## src/rtl/uart_rx_ctrl_pkg.sv

```systemverilog
// Shared constants for the UART receive controller: bus addresses, status
// word layout and controller state encoding.
package uart_rx_ctrl_pkg;

  localparam int unsigned DEF_DATA_W     = 8;
  localparam int unsigned DEF_REG_W      = 32;
  localparam int unsigned DEF_FIFO_DEPTH = 4;

  localparam logic [31:0] DEF_ADDR_RX_DATA = 32'h1001_0024;
  localparam logic [31:0] DEF_ADDR_RX_STAT = 32'h1001_0028;

  // Status word bit positions
  localparam int unsigned STAT_VALID   = 0;
  localparam int unsigned STAT_OVERRUN = 1;
  localparam int unsigned STAT_FULL    = 2;
  localparam int unsigned STAT_EMPTY   = 3;
  localparam int unsigned STAT_CNT_LSB = 4;
  localparam int unsigned STAT_CNT_W   = 4;

  typedef enum logic [1:0] {
    RX_IDLE = 2'd0,
    RX_LOAD = 2'd1,
    RX_HOLD = 2'd2
  } rx_state_e;

endpackage

```

## src/rtl/uart_rx_ctrl_fifo.sv

```systemverilog
// Synchronous receive FIFO. A push into a full FIFO is accepted only when a
// pop frees a slot on the same edge; otherwise the byte is dropped.
module uart_rx_fifo #(
  parameter int unsigned DATA_W = 8,
  parameter int unsigned DEPTH  = 4
) (
  input  logic                        clk,
  input  logic                        rst_n,
  input  logic                        push_i,
  input  logic [DATA_W-1:0]           wdata_i,
  input  logic                        pop_i,
  output logic [DATA_W-1:0]           rdata_o,
  output logic                        full_o,
  output logic                        empty_o,
  output logic [$clog2(DEPTH):0]      count_o
);

  localparam int unsigned AW = $clog2(DEPTH);
  localparam int unsigned CW = AW + 1;

  logic [DATA_W-1:0] mem_q [DEPTH];
  logic [AW-1:0]     wr_ptr_q, rd_ptr_q;
  logic [CW-1:0]     count_q;
  logic              do_push, do_pop;

  assign full_o  = (count_q == CW'(DEPTH));
  assign empty_o = (count_q == '0);
  assign count_o = count_q;
  assign rdata_o = mem_q[rd_ptr_q];

  assign do_pop  = pop_i & ~empty_o;
  assign do_push = push_i & (~full_o | do_pop);

  // Storage array; contents are don't-care while empty, so no reset
  always_ff @(posedge clk) begin
    if (do_push) mem_q[wr_ptr_q] <= wdata_i;
  end

  // Pointer and occupancy bookkeeping; pointers wrap naturally (power-of-2 depth)
  always_ff @(posedge clk or negedge rst_n) begin
    if (!rst_n) begin
      wr_ptr_q <= '0;
      rd_ptr_q <= '0;
      count_q  <= '0;
    end else begin
      if (do_push) wr_ptr_q <= wr_ptr_q + AW'(1);
      if (do_pop)  rd_ptr_q <= rd_ptr_q + AW'(1);
      case ({do_push, do_pop})
        2'b10:   count_q <= count_q + CW'(1);
        2'b01:   count_q <= count_q - CW'(1);
        default: count_q <= count_q;
      endcase
    end
  end

endmodule

```

## src/rtl/uart_rx_ctrl.sv

```systemverilog
// Receive-side controller of the memory-mapped UART: buffers received bytes,
// sequences loads into the external Rx data register, reports status, raises
// an interrupt while a byte is held and tracks sticky overrun.
module uart_rx_ctrl
  import uart_rx_ctrl_pkg::*;
#(
  parameter int unsigned DATA_W       = DEF_DATA_W,
  parameter int unsigned REG_W        = DEF_REG_W,
  parameter int unsigned FIFO_DEPTH   = DEF_FIFO_DEPTH,
  parameter logic [31:0] ADDR_RX_DATA = DEF_ADDR_RX_DATA,
  parameter logic [31:0] ADDR_RX_STAT = DEF_ADDR_RX_STAT
) (
  input  logic              clk,
  input  logic              rst,
  input  logic              rx_done,
  input  logic [DATA_W-1:0] rx_data,
  input  logic [31:0]       mem_addr,
  input  logic              mem_read,
  output logic              reg_enable,
  output logic [REG_W-1:0]  reg_d,
  output logic [REG_W-1:0]  rx_status,
  output logic              rx_irq
);

  localparam int unsigned CW = $clog2(FIFO_DEPTH) + 1;

  rx_state_e         state_q;
  logic              reg_enable_q;
  logic [REG_W-1:0]  reg_d_q;
  logic              rx_irq_q;
  logic              overrun_q, overrun_d;
  logic              rd_data_prev_q, rd_stat_prev_q;
  logic              rd_data_term, rd_stat_term;
  logic              rd_data_p, rd_stat_p;

  logic              fifo_pop;
  logic [DATA_W-1:0] fifo_head;
  logic              fifo_full, fifo_empty;
  logic [CW-1:0]     fifo_count;

  // Head is consumed during the LOAD cycle, when the register captures it
  assign fifo_pop = (state_q == RX_LOAD);

  uart_rx_fifo #(
    .DATA_W (DATA_W),
    .DEPTH  (FIFO_DEPTH)
  ) u_fifo (
    .clk     (clk),
    .rst_n   (rst),
    .push_i  (rx_done),
    .wdata_i (rx_data),
    .pop_i   (fifo_pop),
    .rdata_o (fifo_head),
    .full_o  (fifo_full),
    .empty_o (fifo_empty),
    .count_o (fifo_count)
  );

  assign rd_data_term = mem_read & (mem_addr == ADDR_RX_DATA);
  assign rd_stat_term = mem_read & (mem_addr == ADDR_RX_STAT);
  assign rd_data_p    = rd_data_term & ~rd_data_prev_q;
  assign rd_stat_p    = rd_stat_term & ~rd_stat_prev_q;

  // Rising-edge detectors so a multi-cycle read acts once
  always_ff @(posedge clk or negedge rst) begin
    if (!rst) begin
      rd_data_prev_q <= 1'b0;
      rd_stat_prev_q <= 1'b0;
    end else begin
      rd_data_prev_q <= rd_data_term;
      rd_stat_prev_q <= rd_stat_term;
    end
  end

  // Status read clears overrun, but a drop on the same edge keeps it set
  always_comb begin
    overrun_d = overrun_q & ~rd_stat_p;
    if (rx_done && fifo_full && !fifo_pop) overrun_d = 1'b1;
  end

  // Sticky overrun flag
  always_ff @(posedge clk or negedge rst) begin
    if (!rst) overrun_q <= 1'b0;
    else      overrun_q <= overrun_d;
  end

  // Load sequencer; outputs are registered so they line up with the state
  always_ff @(posedge clk or negedge rst) begin
    if (!rst) begin
      state_q      <= RX_IDLE;
      reg_enable_q <= 1'b0;
      reg_d_q      <= '0;
      rx_irq_q     <= 1'b0;
    end else begin
      case (state_q)
        RX_IDLE: begin
          reg_enable_q <= 1'b0;
          reg_d_q      <= '0;
          rx_irq_q     <= 1'b0;
          if (!fifo_empty) begin
            state_q      <= RX_LOAD;
            reg_enable_q <= 1'b1;
            reg_d_q      <= REG_W'(fifo_head);
          end
        end
        RX_LOAD: begin
          state_q      <= RX_HOLD;
          reg_enable_q <= 1'b0;
          reg_d_q      <= '0;
          rx_irq_q     <= 1'b1;
        end
        RX_HOLD: begin
          if (rd_data_p) begin
            state_q  <= RX_IDLE;
            rx_irq_q <= 1'b0;
          end
        end
        default: begin
          state_q      <= RX_IDLE;
          reg_enable_q <= 1'b0;
          reg_d_q      <= '0;
          rx_irq_q     <= 1'b0;
        end
      endcase
    end
  end

  assign reg_enable = reg_enable_q;
  assign reg_d      = reg_d_q;
  assign rx_irq     = rx_irq_q;

  // Status word assembly from live state
  always_comb begin
    rx_status                                  = '0;
    rx_status[STAT_VALID]                      = (state_q == RX_HOLD);
    rx_status[STAT_OVERRUN]                    = overrun_q;
    rx_status[STAT_FULL]                       = fifo_full;
    rx_status[STAT_EMPTY]                      = fifo_empty;
    rx_status[STAT_CNT_LSB +: STAT_CNT_W]      = STAT_CNT_W'(fifo_count);
  end

endmodule

```

## config.mk

```make
export PLATFORM = sky130hd
export DESIGN_NAME = uart_rx_ctrl
export DESIGN_NICKNAME = d
export VERILOG_FILES = /design/src/rtl/uart_rx_ctrl_pkg.sv /design/src/rtl/uart_rx_ctrl_fifo.sv /design/src/rtl/uart_rx_ctrl.sv
export SDC_FILE = /design/constraint.sdc
export NUM_CORES = 1
export LEC_CHECK = 0
export CORE_AREA = 2 2 82 84
export DETAILED_ROUTE_END_ITERATION = 8
export DIE_AREA = 0 0 84 86
export PLACE_DENSITY = 0.78
export SYNTH_ARGS = -nofsm -noshare
export SYNTH_HDL_FRONTEND = slang
export SYNTH_SLANG_ARGS = --single-unit
```

## constraint.sdc

```tcl
create_clock -name clk -period 2.45 [get_ports clk]
set_clock_uncertainty 0.2 [all_clocks]
set_input_delay 0.49 -clock clk [delete_from_list [all_inputs] [get_ports clk]]
set_output_delay 0.49 -clock clk [all_outputs]
set_load 0.02 [all_outputs]
```

== After elaboration in Yosys (flattened, before gate mapping) ==
Memory sizes are Yosys's and may differ from the RTL's.
Index checks and enable logic that the tools add are counted.

* Bits in registers: 46
* RAM bits: 32
* Output and inout port bits: 66
* Logic and storage cells: 57
* Memories kept: 1

{| class="wikitable"
|+ Memory list
! name !! words !! width !! read ports !! clocked after Yosys merged registers in !! wr ports !! RTL line !! RTL
|-
| u_fifo.mem_q || 4 || 8 || 1 || 0 || 1 || uart_rx_ctrl_fifo.sv:21 || <nowiki>logic [DATA_W-1:0] mem_q [DEPTH];</nowiki>
|}

* Add/sub/neg operators: 4
* Equal/unequal tests: 9
* Mux-type cells: 13
* Bitwise operators: 13
* Reduce and logical (&&, ||, !) cells: 7

{| class="wikitable"
|+ Operators with widths
! kind !! number
|-
| $eq A32 B29 Y1 const B || 2
|-
| $pmux W32 S2 || 1
|-
| $mux W8 || 1
|-
| $and A1 B1 Y1 || 7
|-
| $pmux W2 S3 || 1
|-
| $pmux W3 S2 || 1
|-
| $mux W1 || 5
|-
| $not A1 Y1 || 5
|-
| $add A2 B1 Y2 const B || 2
|-
| $eq A2 B1 Y1 const B || 2
|-
| $eq A2 B2 Y1 const B || 2
|-
| $mux W2 || 2
|-
| $pmux W1 S2 || 2
|-
| $add A3 B1 Y3 const B || 1
|-
| $eq A3 B3 Y1 const B || 1
|-
| $logic_not A3 Y1 || 1
|-
| $sub A3 B1 Y3 const B || 1
|-
| $logic_and A1 B1 Y1 || 2
|-
| $logic_not A2 Y1 || 1
|-
| $ne A2 B1 Y1 const B || 1
|-
| $ne A2 B2 Y1 const B || 1
|-
| $reduce_and A2 Y1 || 1
|-
| $reduce_bool A2 Y1 || 1
|-
| $logic_not A1 Y1 || 1
|-
| $or A1 B1 Y1 || 1
|}

== Depth between registers and ports, before layout ==
* Word-level depth: 7
* Mapped depth: 8

== By module ==
Synthesis repeated with hierarchy kept, for this count alone.

* Cells, all modules: 202
* Area, all modules: 2730.1 sq um

{| class="wikitable"
|+ Modules (own cells, without submodules)
! module !! instances !! cells each !! area each (sq um)
|-
| uart_rx_fifo || 1 || 96 || 1677.9
|-
| uart_rx_ctrl || 1 || 106 || 1052.3
|}

== Worst setup path after synthesis ==
Ideal clock, no wire load.

* Path kind: reg-to-reg
* Start: register u_fifo.count_q[0] (netlist: u_fifo.count_o[0])
* End: register u_fifo.count_q[2] (netlist: u_fifo.count_o[2])
* Setup time: 130 ps
* Arrival time: 1703 ps
* Data required time: 2120 ps
* Setup slack: 417 ps
* Cell stages (with the launch flop): 9
* Path buffers: 0
* Clock period less this slack: 2033 ps
* Cells stage by stage: dfrtp_1 or3_4 clkinv_2 nor3_2 inv_1 fa_1 a21oi_1 a22oi_1 xnor2_1

* Longest elaborated chain between the ends: 7
* Elaborated cells on any way between the ends: 13
* Classes of those cells: add/sub: 2; eq/ne: 3; mux: 1; bitwise: 5; reduce/logical: 2

{| class="wikitable"
|+ Ends and longest elaborated chain
! what !! RTL line !! RTL
|-
| start: declaration || uart_rx_ctrl_fifo.sv:23 || <nowiki>logic [CW-1:0] count_q;</nowiki>
|-
| start signal: assignment || uart_rx_ctrl_fifo.sv:49 || <nowiki>2'b10: count_q <= count_q + CW'(1);</nowiki>
|-
| start signal: assignment || uart_rx_ctrl_fifo.sv:50 || <nowiki>2'b01: count_q <= count_q - CW'(1);</nowiki>
|-
| start signal: assignment || uart_rx_ctrl_fifo.sv:51 || <nowiki>default: count_q <= count_q;</nowiki>
|-
| $logic_not A3 Y1 * || uart_rx_ctrl_fifo.sv:27 || <nowiki>assign empty_o = (count_q == '0);</nowiki>
|-
| net fifo_empty || uart_rx_ctrl.sv:38 || <nowiki>logic fifo_full, fifo_empty;</nowiki>
|-
| $not A1 Y1 * || uart_rx_ctrl_fifo.sv:31 || <nowiki>assign do_pop = pop_i & ~empty_o;</nowiki>
|-
| $and A1 B1 Y1 * || uart_rx_ctrl_fifo.sv:31 ||
|-
| $or A1 B1 Y1 || uart_rx_ctrl_fifo.sv:32 || <nowiki>assign do_push = push_i & (~full_o | do_pop);</nowiki>
|-
| $and A1 B1 Y1 || uart_rx_ctrl_fifo.sv:32 ||
|-
| $eq A2 B1 Y1 or $eq A2 B2 Y1 (tied branches) || uart_rx_ctrl_fifo.sv:48 || <nowiki>case ({do_push, do_pop})</nowiki>
|-
| $pmux W3 S2 or $reduce_bool A2 Y1 (tied branches) || - ||
|}

The timed path passes the listed nets; every way through them passes the cells marked *.
A chain may end at the register's enable or synchronous reset.

== Worst setup path after layout ==
* Start: register u_fifo.count_q[0] (netlist: u_fifo.count_o[0])
* End: output port rx_status[2]

* Longest elaborated chain between the ends: 1

{| class="wikitable"
|+ Ends and longest elaborated chain
! what !! RTL line !! RTL
|-
| $eq A3 B3 Y1 || uart_rx_ctrl_fifo.sv:26 || <nowiki>assign full_o = (count_q == CW'(DEPTH));</nowiki>
|-
| end: declaration || uart_rx_ctrl.sv:21 || <nowiki>output logic [REG_W-1:0] rx_status,</nowiki>
|}

No other way between the ends.

==> impl_metrics.ini <==
[run_status]
outcome = finished, final reports clean

[hold_path]
holdPathStages = 1
hold_path_startpoint = reg_enable$_DFFE_PN0N_
min_path_type = reg2reg
holdPathEnd = reg_enable$_DFFE_PN0N_

[timing]
period_needed_ps = 2370
grt_setup_unrepaired = false
max_freq_ghz = 0.422
setup_tns_ps = 0
hold_violations = 0
slew_headroom_pct = 57.9
report.final.slew_viol_count = 0
tightestPinTransition_ps = 628
setup_viol = 0
fin_crit_sh_pct = 96.8

[synth]
ys_ff_latch = 54
ys_warn_count = 0
synth_ff_type = edfxtp_1
ys_seq_area_share_pct = 57.7
synth.avg_cell_area_um2 = 13.9
netlist_area_um2 = 2620
synth_edf_count = 32
ys_types = 36
netlist_instances = 188
async_reset_ff_share_pct = 40.7

[global_routing]
grt_pass1_wl_mm = 6.99
grt_max_degree = 23
grt.total_usage_pct = 12.3
grt_pass1_vias = 1402
grt.overflow.total = 0
antenna_found_initial = 0

[power_and_ir_drop]
powerDensity_nw_per_um2 = 779
p_int_mw = 1.69
p_clk_share_pct = 20.6
seq_power_share_pct = 49.3
comb_power_share_pct = 30.0
leakage_nw = 1.29
ir_drop_mv = 0.412
power.share.switching_pct = 32.6
netSwitchingPower_mw = 0.817
power_mw = 2.50

[placement]
dp.cells = 321
place_area_um2 = 3110
hpwl_mm = 3.60
gp_congestion = 0.799
port_buffers = 60

[clock_tree]
cts_tree = done
clk_latency_ps = 310
clockBufferDepth = 2
clock_sinks = 54
cts_setup_buffers = 0
cts_htree_levels = 2
numCtsBuffers = 5
cts_root_buf = clkbuf_8
cts.clk_slew.worst_paths_ps = 100

[setup_path]
slowest_delay_ps = 650
r2r_cells = 8
crit_path_cell_trace = nor3b_4 > clkdlybuf4s50_1
critPathRequiredTime_ps = 1760
worstPathArrival_ps = 1680
cp-end-kind = primary output
crit_family = buffers and inverters
reg2reg_to = u_fifo.count_o[2]$_DFFE_PN0P_
path_max_fanout = 4
crit_type = reg2out
timing.critical_path.buf_inv = 1
setup.worst_path.start_class = flop
worst_path_max_delay_cell = clkdlybuf4s50_1
rr_startpoint = u_fifo.count_o[0]$_DFFE_PN0P_
reg2reg_setup_slack_ps = 340

[floorplanning]
ioPinCount = 110
initial_utilization_pct = 41.7
die_width_um = 84
rows = 29
die_height_um = 86
core_um2 = 6280
die-area_um2 = 7220

[routing]
drt_iter0_drc = 52
viasPerCell = 4.57
routed_wl_mm = 4.56
first_pass_iters = 4
wl_per_cell_um = 13.9
vias = 1505
drt_drc_violations_left = 0
postRouteAntennaNets = 0

[layout]
final_nets = 300
antenna_cells = 0
num-fill-cells = 535
design_area_um2 = 3210
syn2layout_area_growth_pct = 22.8
layout_common_cells = clkdlybuf4s50_1 (59), conb_1 (49), edfxtp_1 (32), dfrtp_1 (22)
final_cells = 329
drive_gt1_share_pct = 9.92
final_common_cell = clkdlybuf4s50_1

[run]
drv_cap = 0
==> layer usage <==
metal  GRT usage, %  wire [µm]  vias to the layer above  part of all wire [%]
li1               -          -                      701                     -
met1           15.4       1930                      717                    42
met2           20.1       2170                       81                    48
met3           4.14        384                        6                   8.4
met4           4.40         78                        0                   1.7
met5              0          0                        -                     0
==> metrics by stage <==
step | hold slack, ps | util (%) | setup slack (ps)
finish | 302 | 51.2 | 78.5
global route | 334 | 51.2 | 2.42
CTS | 312 | 51.1 | 56.3
detailed placement | 289 | 49.6 | 83.6
global placement | 273 | 49.6 | 123
floorplan | -5.59 | - | 417
==> power groups by stage <==
stage	clock, mW	sequential (mW)	combinational, mW
after CTS	0.531	1.23	0.755
after global placement	0	1.24	0.747
after detailed placement	0	1.24	0.758
after floorplan	0	1.25	0.523
after global routing	0.570	1.25	0.817
final	0.517	1.24	0.752
==> what timing repair did <==
action / 4_1_cts / 5_1_grt
resized for setup: 1 / 1
hold buffers: 0 / 0
setup endpoints to repair: 1 / 1
==> final cells by class <==
type,count,area [µm²],share of cell area [%]
timing repair buffer,63,622,19.4
inverter,6,23.8,0.740
multi-input combinational,121,865,26.9
clock buffer,5,68.8,2.14
tap,77,96.3,3.00
clock inverter,3,26.3,0.818
sequential,54,1510,47.0
==> cell families (layout without fill, tap and decap cells) <==
family          Yosys count  count (layout)  synth area share (%)
mux                       9               9                  7.27
buf+inv                  61              77                  16.3
simple gates             34              34                  8.80
xor+xnor                  5               5                  1.67
compound gates           19              19                  5.35
fa+ha+maj                 5               5                  2.68
other cells               1              49                 0.143
flops                    54              54                  57.7
==> cell usage after synthesis (all sizes together) (2+ instances only) <==
cell type  number  area, µm²
buf            55        404
edfxtp         32        961
dfrtp          22        551
a22o            8       70.1
mux4            8        180
a21oi           5       25.0
inv             5       18.8
nor2            5       18.8
xnor2           5       43.8
and2            4       25.0
ha              4       50.1
nor4            4       25.0
and4b           3       30.0
nand3           3       15.0
a21o            2       15.0
nand2           2       7.51
nor2b           2       12.5
nor3            2       20.0
nor3b           2       20.0
nor4b           2       17.5
==> worst max path at each step <==
stage	start	endpoint	slack, ps	cells after the start
after floorplan	u_fifo.count_o[0]$_DFFE_PN0P_	u_fifo.count_o[2]$_DFFE_PN0P_	420	8
after global placement	rx_done	u_fifo.count_o[2]$_DFFE_PN0P_	120	7
after detailed placement	rx_done	u_fifo.count_o[2]$_DFFE_PN0P_	80	7
after CTS	u_fifo.count_o[0]$_DFFE_PN0P_	rx_status[2]	60	2
after global routing	u_fifo.count_o[2]$_DFFE_PN0P_	rx_status[2]	2	2
final	u_fifo.count_o[0]$_DFFE_PN0P_	rx_status[2]	80	2
==> worst reg2reg max path, delay by kind of cell, from the launching register on <==
family | cells | cell delay (ps)
xor gates and xnor gates | 1 | 130
adders and majority gates | 1 | 400
buffers and inverters | 2 | 160
and+or+nand+nor | 2 | 410
AOI/OAI and AO/OA | 2 | 250
DFF | 1 | 440
==> flip-flops by register name, summed over array words and instances (netlist names) <==
name             flops
rd_data_prev_q       1
reg_enable           1
u_fifo.count_o       3
rx_irq               1
rd_stat_prev_q       1
overrun_q            1
state_q              2
reg_d                8
u_fifo.rd_ptr_q      2
u_fifo.mem_q        32
u_fifo.wr_ptr_q      2
(Power assumes the default switching activity.)
